[src/rtl/pipe_adder.sv]
// -----------------------------------------------------------------------------
// pipe_adder
//   Pipelined WIDTH-bit add/subtract. The operation is split into STAGES
//   segments of SEG = WIDTH/STAGES bits, one segment per clock, with the carry
//   registered between segments. Operands not yet consumed travel down the
//   pipe alongside the partial result. Completed low segments also travel
//   down the pipe, so the full result appears aligned in the last stage
//   register.
//
//   Parameters
//     WIDTH     operand/result width, multiple of STAGES
//     STAGES    pipeline depth (>= 1), latency in cycles
//     ALGORITHM 0: ripple-carry segments, 1: 4-bit block carry-look-ahead
//               segments (SEG multiple of 4). No effect on function/latency.
//
//   Ports
//     clk, rst             rising-edge clock, synchronous active-high reset
//     in_valid/in_ready    input handshake (in_ready = global enable)
//     in0, in1, cin, sub   operands; sub=1 computes in0 - in1 - cin
//     out_valid/out_ready  output handshake with backpressure
//     sum, cout, ovf       result mod 2^WIDTH, raw top carry, signed overflow
// -----------------------------------------------------------------------------
module pipe_adder #(
  parameter int unsigned WIDTH     = 32,
  parameter int unsigned STAGES    = 4,
  parameter int unsigned ALGORITHM = 0
) (
  input  logic             clk,
  input  logic             rst,
  input  logic             in_valid,
  output logic             in_ready,
  input  logic [WIDTH-1:0] in0,
  input  logic [WIDTH-1:0] in1,
  input  logic             cin,
  input  logic             sub,
  output logic             out_valid,
  input  logic             out_ready,
  output logic [WIDTH-1:0] sum,
  output logic             cout,
  output logic             ovf
);

  localparam int unsigned SEG     = WIDTH / STAGES;
  localparam bit          USE_CLA = (ALGORITHM == 1) && ((SEG % 4) == 0);

  // Whole pipeline advances together; it only freezes when a finished
  // result is waiting on the downstream side.
  logic             w_en;
  logic [WIDTH-1:0] w_bx;
  logic             w_c0;

  assign w_en     = !(out_valid && !out_ready);
  assign in_ready = w_en;

  // Subtraction as A + ~B + ~borrow_in.
  assign w_bx = sub ? ~in1 : in1;
  assign w_c0 = sub ? ~cin : cin;

  genvar k;
  generate
    for (k = 0; k < STAGES; k++) begin : g_stage
      // Operand bits still to be consumed after this stage.
      localparam int unsigned HI = WIDTH - (k + 1) * SEG;

      logic [SEG-1:0]         w_sa;
      logic [SEG-1:0]         w_sb;
      logic [SEG-1:0]         w_seg;
      logic                   w_ci;
      logic                   w_co;
      logic                   w_vi;
      logic [(k+1)*SEG-1:0]   w_sum_nx;

      logic                   r_v;
      logic                   r_c;
      logic [(k+1)*SEG-1:0]   r_sum;

      // Segment sources: module inputs for the first stage, otherwise the
      // bottom of the operand bits forwarded by the previous stage.
      if (k == 0) begin : g_src
        assign w_sa     = in0[SEG-1:0];
        assign w_sb     = w_bx[SEG-1:0];
        assign w_ci     = w_c0;
        assign w_vi     = in_valid;
        assign w_sum_nx = w_seg;
      end else begin : g_src
        assign w_sa     = g_stage[k-1].g_fwd.r_ahi[SEG-1:0];
        assign w_sb     = g_stage[k-1].g_fwd.r_bhi[SEG-1:0];
        assign w_ci     = g_stage[k-1].r_c;
        assign w_vi     = g_stage[k-1].r_v;
        assign w_sum_nx = {w_seg, g_stage[k-1].r_sum};
      end

      // Segment adder.
      if (USE_CLA) begin : g_cla
        // 4-bit look-ahead groups, group carries rippled between groups.
        always_comb begin
          logic       cc;
          logic [3:0] p;
          logic [3:0] g;
          logic [4:0] c;
          w_seg = '0;
          cc    = w_ci;
          p     = '0;
          g     = '0;
          c     = '0;
          for (int unsigned j = 0; j < SEG / 4; j++) begin
            p    = w_sa[4*j +: 4] ^ w_sb[4*j +: 4];
            g    = w_sa[4*j +: 4] & w_sb[4*j +: 4];
            c[0] = cc;
            c[1] = g[0] | (p[0] & c[0]);
            c[2] = g[1] | (p[1] & g[0]) | (p[1] & p[0] & c[0]);
            c[3] = g[2] | (p[2] & g[1]) | (p[2] & p[1] & g[0])
                 | (p[2] & p[1] & p[0] & c[0]);
            c[4] = g[3] | (p[3] & g[2]) | (p[3] & p[2] & g[1])
                 | (p[3] & p[2] & p[1] & g[0]) | ((&p) & c[0]);
            w_seg[4*j +: 4] = p ^ c[3:0];
            cc = c[4];
          end
          w_co = cc;
        end
      end else begin : g_rca
        always_comb begin
          logic cc;
          w_seg = '0;
          cc    = w_ci;
          for (int unsigned i = 0; i < SEG; i++) begin
            w_seg[i] = w_sa[i] ^ w_sb[i] ^ cc;
            cc       = (w_sa[i] & w_sb[i]) | (cc & (w_sa[i] ^ w_sb[i]));
          end
          w_co = cc;
        end
      end

      always_ff @(posedge clk) begin
        if (rst) begin
          r_v   <= 1'b0;
          r_c   <= 1'b0;
          r_sum <= '0;
        end else if (w_en) begin
          r_v   <= w_vi;
          r_c   <= w_co;
          r_sum <= w_sum_nx;
        end
      end

      // Operand skew: upper segments (including the sign bits) wait here
      // until their carry arrives.
      if (HI > 0) begin : g_fwd
        logic [HI-1:0] w_ahi;
        logic [HI-1:0] w_bhi;
        logic [HI-1:0] r_ahi;
        logic [HI-1:0] r_bhi;

        if (k == 0) begin : g_hsrc
          assign w_ahi = in0[WIDTH-1:SEG];
          assign w_bhi = w_bx[WIDTH-1:SEG];
        end else begin : g_hsrc
          assign w_ahi = g_stage[k-1].g_fwd.r_ahi[HI+SEG-1:SEG];
          assign w_bhi = g_stage[k-1].g_fwd.r_bhi[HI+SEG-1:SEG];
        end

        always_ff @(posedge clk) begin
          if (rst) begin
            r_ahi <= '0;
            r_bhi <= '0;
          end else if (w_en) begin
            r_ahi <= w_ahi;
            r_bhi <= w_bhi;
          end
        end
      end

      // The top segment carries the sign bits of A and B', so overflow is
      // resolved alongside the final segment sum.
      if (k == STAGES - 1) begin : g_flag
        logic r_ovf;

        always_ff @(posedge clk) begin
          if (rst) begin
            r_ovf <= 1'b0;
          end else if (w_en) begin
            r_ovf <= (w_sa[SEG-1] == w_sb[SEG-1]) && (w_seg[SEG-1] != w_sa[SEG-1]);
          end
        end
      end
    end
  endgenerate

  assign out_valid = g_stage[STAGES-1].r_v;
  assign sum       = g_stage[STAGES-1].r_sum;
  assign cout      = g_stage[STAGES-1].r_c;
  assign ovf       = g_stage[STAGES-1].g_flag.r_ovf;

endmodule
[config.mk]
export PLATFORM = sky130hd
export DESIGN_NAME = pipe_adder
export DESIGN_NICKNAME = d
export VERILOG_FILES = /design/src/rtl/pipe_adder.sv
export SDC_FILE = /design/constraint.sdc
export NUM_CORES = 1
export LEC_CHECK = 0
export ABC_AREA = 1
export BUFFER_PORTS_ARGS = -buffer_cell sky130_fd_sc_hd__buf_2
export CORE_ASPECT_RATIO = 0.6
export CORE_MARGIN = 4
export CORE_UTILIZATION = 57
export DETAILED_ROUTE_END_ITERATION = 16
export MAX_ROUTING_LAYER = met4
export PLACE_DENSITY = 0.79
export SYNTH_ARGS = -nofsm -noshare
export SYNTH_HDL_FRONTEND = slang
export SYNTH_SLANG_ARGS = --single-unit
[constraint.sdc]
create_clock -name clk -period 5.27 [get_ports clk]
set_clock_uncertainty 0.2 [all_clocks]
set_input_delay 0 -clock clk [delete_from_list [all_inputs] [get_ports clk]]
set_output_delay 0 -clock clk [all_outputs]
set_load 0.02 [all_outputs]
Yosys cells after proc, flatten, opt, wreduce, memory -nomap -nowiden --
Cells that the tools add are included.
Storage, ports and cells: bits in registers 185, input bits 70, output and inout port bits 36
Operators by class: equality and inequality tests 2, muxes and demuxes 2, bitwise operators 162, reduce and logical (&&, ||, !) cells 4
Operator list (number):
- $and A1 B1 Y1 | 64
- $xor A1 B1 Y1 | 64
- $mux W32 | 1
- $not A32 Y32 | 1
- $or A1 B1 Y1 | 32
- $logic_and A1 B1 Y1 | 2
- $logic_not A1 Y1 | 2
- $eq A1 B1 Y1 | 1
- $mux W1 | 1
- $ne A1 B1 Y1 | 1
- $not A1 Y1 | 1

Depth between registers and ports, before layout --
word-level depth 19, gate-level depth with buffers 15, gate-level depth less buffers 15

Worst setup path after synthesis --
Ideal clock, no wire load.
path type input to register, from input port sub, to register g_stage[0].r_sum[7], setup time 0.116 ns, arrival 3.641 ns, slack 1.314 ns, stages on the path 15, path buffers 2, cell sequence buf_4 > buf_4 > xor2_1 > fa_1 > inv_1 > fa_1 > fa_1 > fa_1 > fa_1 > fa_1 > fa_1 > inv_1 > fa_1 > nor2_1 > nor2_1
Between the ends: longest elaborated chain between the ends 17, elaborated cells between the ends (all ways) 32, those cells by class mux (2); bitwise (30)
RTL lines:
- from (decl) | line 35 | input logic sub,
- $mux W32 | line 56 | assign w_bx = sub ? ~in1 : in1;
- $xor A1 B1 Y1 | line 128 | cc = (w_sa[i] & w_sb[i]) | (cc & (w_sa[i] ^ w_sb[i]));
- $and A1 B1 Y1 | line 128
- $or A1 B1 Y1 | line 128
- $and A1 B1 Y1 | line 128
- $or A1 B1 Y1 | line 128
- $and A1 B1 Y1 | line 128
- $or A1 B1 Y1 | line 128
- [... 2 more ...]
- $and A1 B1 Y1 | line 128
- $or A1 B1 Y1 | line 128
- $and A1 B1 Y1 | line 128
- $or A1 B1 Y1 | line 128
- $and A1 B1 Y1 | line 128
- $or A1 B1 Y1 | line 128
- $xor A1 B1 Y1 * | line 127 | w_seg[i] = w_sa[i] ^ w_sb[i] ^ cc;
- net g_stage[0].w_seg[7] | line 67 | logic [SEG-1:0] w_seg;
- to (signal assigned) | line 142 | r_sum <= w_sum_nx;
- to (decl) | line 75 | logic [(k+1)*SEG-1:0] r_sum;
Mark *: on every way through the listed nets, which the timed path passes. The rest lies on a longest branch. A chain may end at the register's enable or synchronous reset.

Worst setup path in the final report --
from input port in0[0], to register g_stage[0].r_sum[7]
Between the ends: longest elaborated chain between the ends 16, elaborated cells between the ends (all ways) 17, those cells by class bitwise (17)
RTL lines:
- from (decl) | line 32 | input logic [WIDTH-1:0] in0,
- $xor A1 B1 Y1 | line 128
- $and A1 B1 Y1 | line 128
- $or A1 B1 Y1 * | line 128
- $and A1 B1 Y1 * | line 128
- $or A1 B1 Y1 * | line 128
- $and A1 B1 Y1 * | line 128
- $or A1 B1 Y1 * | line 128
- $and A1 B1 Y1 * | line 128
- $or A1 B1 Y1 * | line 128
- $and A1 B1 Y1 * | line 128
- $or A1 B1 Y1 * | line 128
- $and A1 B1 Y1 * | line 128
- $or A1 B1 Y1 * | line 128
- $and A1 B1 Y1 * | line 128
- $or A1 B1 Y1 * | line 128
- $xor A1 B1 Y1 * | line 127
- net g_stage[0].w_seg[7] | line 67
Marks and branches as above.

==> impl_metrics.toml <==
[detailed_routing]
drcViolationCount = 0
vias = 6332
wl_mm = 18.0
first_pass_iters = 5
viasPerCell = 5.05
drt_iter0_markers = 610
ant_nets = 0
avgRoutedWirePerCell_um = 14.4

[logic_synthesis]
syn-cell-area_um2 = 7470
syn_avg_cell_area_um2 = 8.03
ys_seq_elements = 185
synth_cells = 931
synth-seq-area-share = 0.496
synth_cell_types = 20
syn-num-nets = 1034
ys_warn_count = 0

[placement]
dpl.hpwl_mm = 10.3
place_inst = 1148
pre_cts_ws_ps = 1180
placed_cell_area_um2 = 7960
gp_congestion = 0.814
port-buffer-count = 105

[clock_tree]
clock_path_buffers = 2
htreeDepth = 4
cts.clk_slew.worst_paths_ps = 70
cts_root_buffer = "clkbuf_16"
cts_buffers = 17
cts_setup_buffers = 0
cts_tree = "built"
clock_latency_ps = 420
numClockSinks = 185

[floorplan]
start_util = 0.581
dieWidth_um = 156
fp.dieH_um = 96.7
num_rows = 32
core_area_um2 = 12900
die_area_um2 = 15100
ioPinCount = 106

[power]
p_total_mw = 3.33
ir_worst_vdd_mv = 0.289
p_per_area_nw_per_um2 = 358
p_leak_nw = 4.13

[global_route]
grt_max_degree = 117
antenna_found_initial = 0
gr-total-overflow = 0
first_global_vias = 6034
grt_use_total = 0.250
grt_pass1_wl_mm = 30.0

[hold_path]
min_path_cells = 6
hp-class = "in2reg"

[sta]
post-route-period-util = 0.811
hold_viol = 0
setup_ws_ps = 996
relSlewSlack = 0.376
fmax_ghz = 0.234
worst_slew_pin_slew_ps = 937
setup_tns_ps = 0
post-route-min-period_ps = 4270
rsz0062_at_grt = "false"
finalSetupViolations = 0
holdWs_ps = 15.0
slew_violations = 0

[critical_path]
path_class = "in2reg"
path_max_fanout = 1
cp-end-kind = "flip-flop"
start_kind = "input port"
r2r_cells = 15
required_ps = 5380
crit_arrival_ps = 4380

[cells_and_area]
final_area_um2 = 9300
fin_cells = 1253
diodes = 0
num-fill-cells = 962
drive_above_1_share = 0.134
fin_util = 0.723
final_nets = 1173
area_growth_pct = 24.4

[job]
cap_violations = 0

[outcome]
status = "finished, final reports clean"
[layout by cell type, fill, tap and decap left out, types with 2 or more instances in the layout]
master / instances
bufinv_16: 2
inv_6: 3
buf_4: 4
dfxtp_1: 185
fa_1: 32
inv_8: 5
buf_2: 105
dlygate4sd3_1: 73
xnor2_1: 6
nand2_1: 42
nor2_1: 369
clkinv_4: 3
xor2_1: 22
o21ai_0: 169
a21oi_1: 3
inv_1: 33
clkbuf_16: 17
[report_power, final]
part	leakage (nW)	switching, mW	internal, mW
registers	1.52	0.0633	1.51
clock network	0.295	0.589	0.723
logic	2.31	0.242	0.204
total	4.13	0.894	2.44
[Yosys cell counts]
cell,instances,area (um^2)
nor2_1,369,1390
dfxtp_1,185,3700
o21ai_0,169,846
nand2_1,42,158
inv_1,34,128
fa_1,32,641
buf_2,23,115
xor2_1,22,193
clkbuf_1,20,75.1
buf_4,9,67.6
clkbuf_2,8,40.0
xnor2_1,6,52.6
a21oi_1,3,15.0
buf_1,3,11.3
clkinv_1,1,3.75
ha_1,1,12.5
inv_2,1,3.75
nand2_2,1,6.26
nand3_1,1,5.00
nor2_4,1,11.3
[critical path, cell delays in order]
cell and delay, ps:
dlygate4sd3_1 510, buf_2 110, fa_1 160, inv_1 50, fa_1 370, fa_1 390, fa_1 390, fa_1 390
fa_1 390, fa_1 380, inv_1 80, fa_1 420, dlygate4sd3_1 580, nor2_1 110, nor2_1 50
[registers in the layout, summed over array words and instances, names as in the netlist, 3 cells and up]
register             cells
g_stage.g_fwd.r_ahi     48
g_stage.g_fwd.r_bhi     48
g_stage.r_c              3
g_stage.r_sum           48
g_stage.r_v              3
sum                     32
[logic make-up (layout without fill, tap and decap cells)]
kind of cell | Yosys count | in the layout | synth area share
AO/OA/AOI/OAI | 172 | 172 | 0.115
adder cells (fa/ha/maj) | 33 | 33 | 0.0874
XOR/XNOR | 28 | 28 | 0.0328
flip-flops | 185 | 185 | 0.496
AND/OR/NAND/NOR | 414 | 414 | 0.209
buffers and inverters | 99 | 251 | 0.0594
[final cells by class]
cell class	instances	area, um^2	share of cell area
Tap cell	170	213	0.0229
Sequential cell	185	3700	0.398
Clock inverter	14	176	0.0190
Clock buffer	18	429	0.0462
Inverter	36	138	0.0148
Timing Repair Buffer	183	1310	0.141
Multi-Input combinational cell	647	3330	0.358
[what timing repair did]
item	CTS	global route
gates resized for setup	0	0
hold endpoints to repair	87	0
hold buffers	73	0
[routing by layer]
| layer | share of wire | routed length, um | track usage |
|---|---|---|---|
| met5 | 0 | 0 | - |
| met2 | 0.42 | 7500 | 0.338 |
| met4 | 0.014 | 244 | 0.0666 |
| met3 | 0.069 | 1250 | 0.0523 |
| met1 | 0.50 | 9020 | 0.380 |
[worst paths after layout]
check | from | end | slack (ps)
max | in0[0] | g_stage[0].r_sum[7] | 1000
min | in1[4] | g_stage[0].r_sum[4] | 20
max reg2reg | g_stage[2].r_c | ovf | 1190
min reg2reg | g_stage[2].r_sum[10] | sum[10] | 280
No activity file was read; power rests on OpenSTA's default activity.
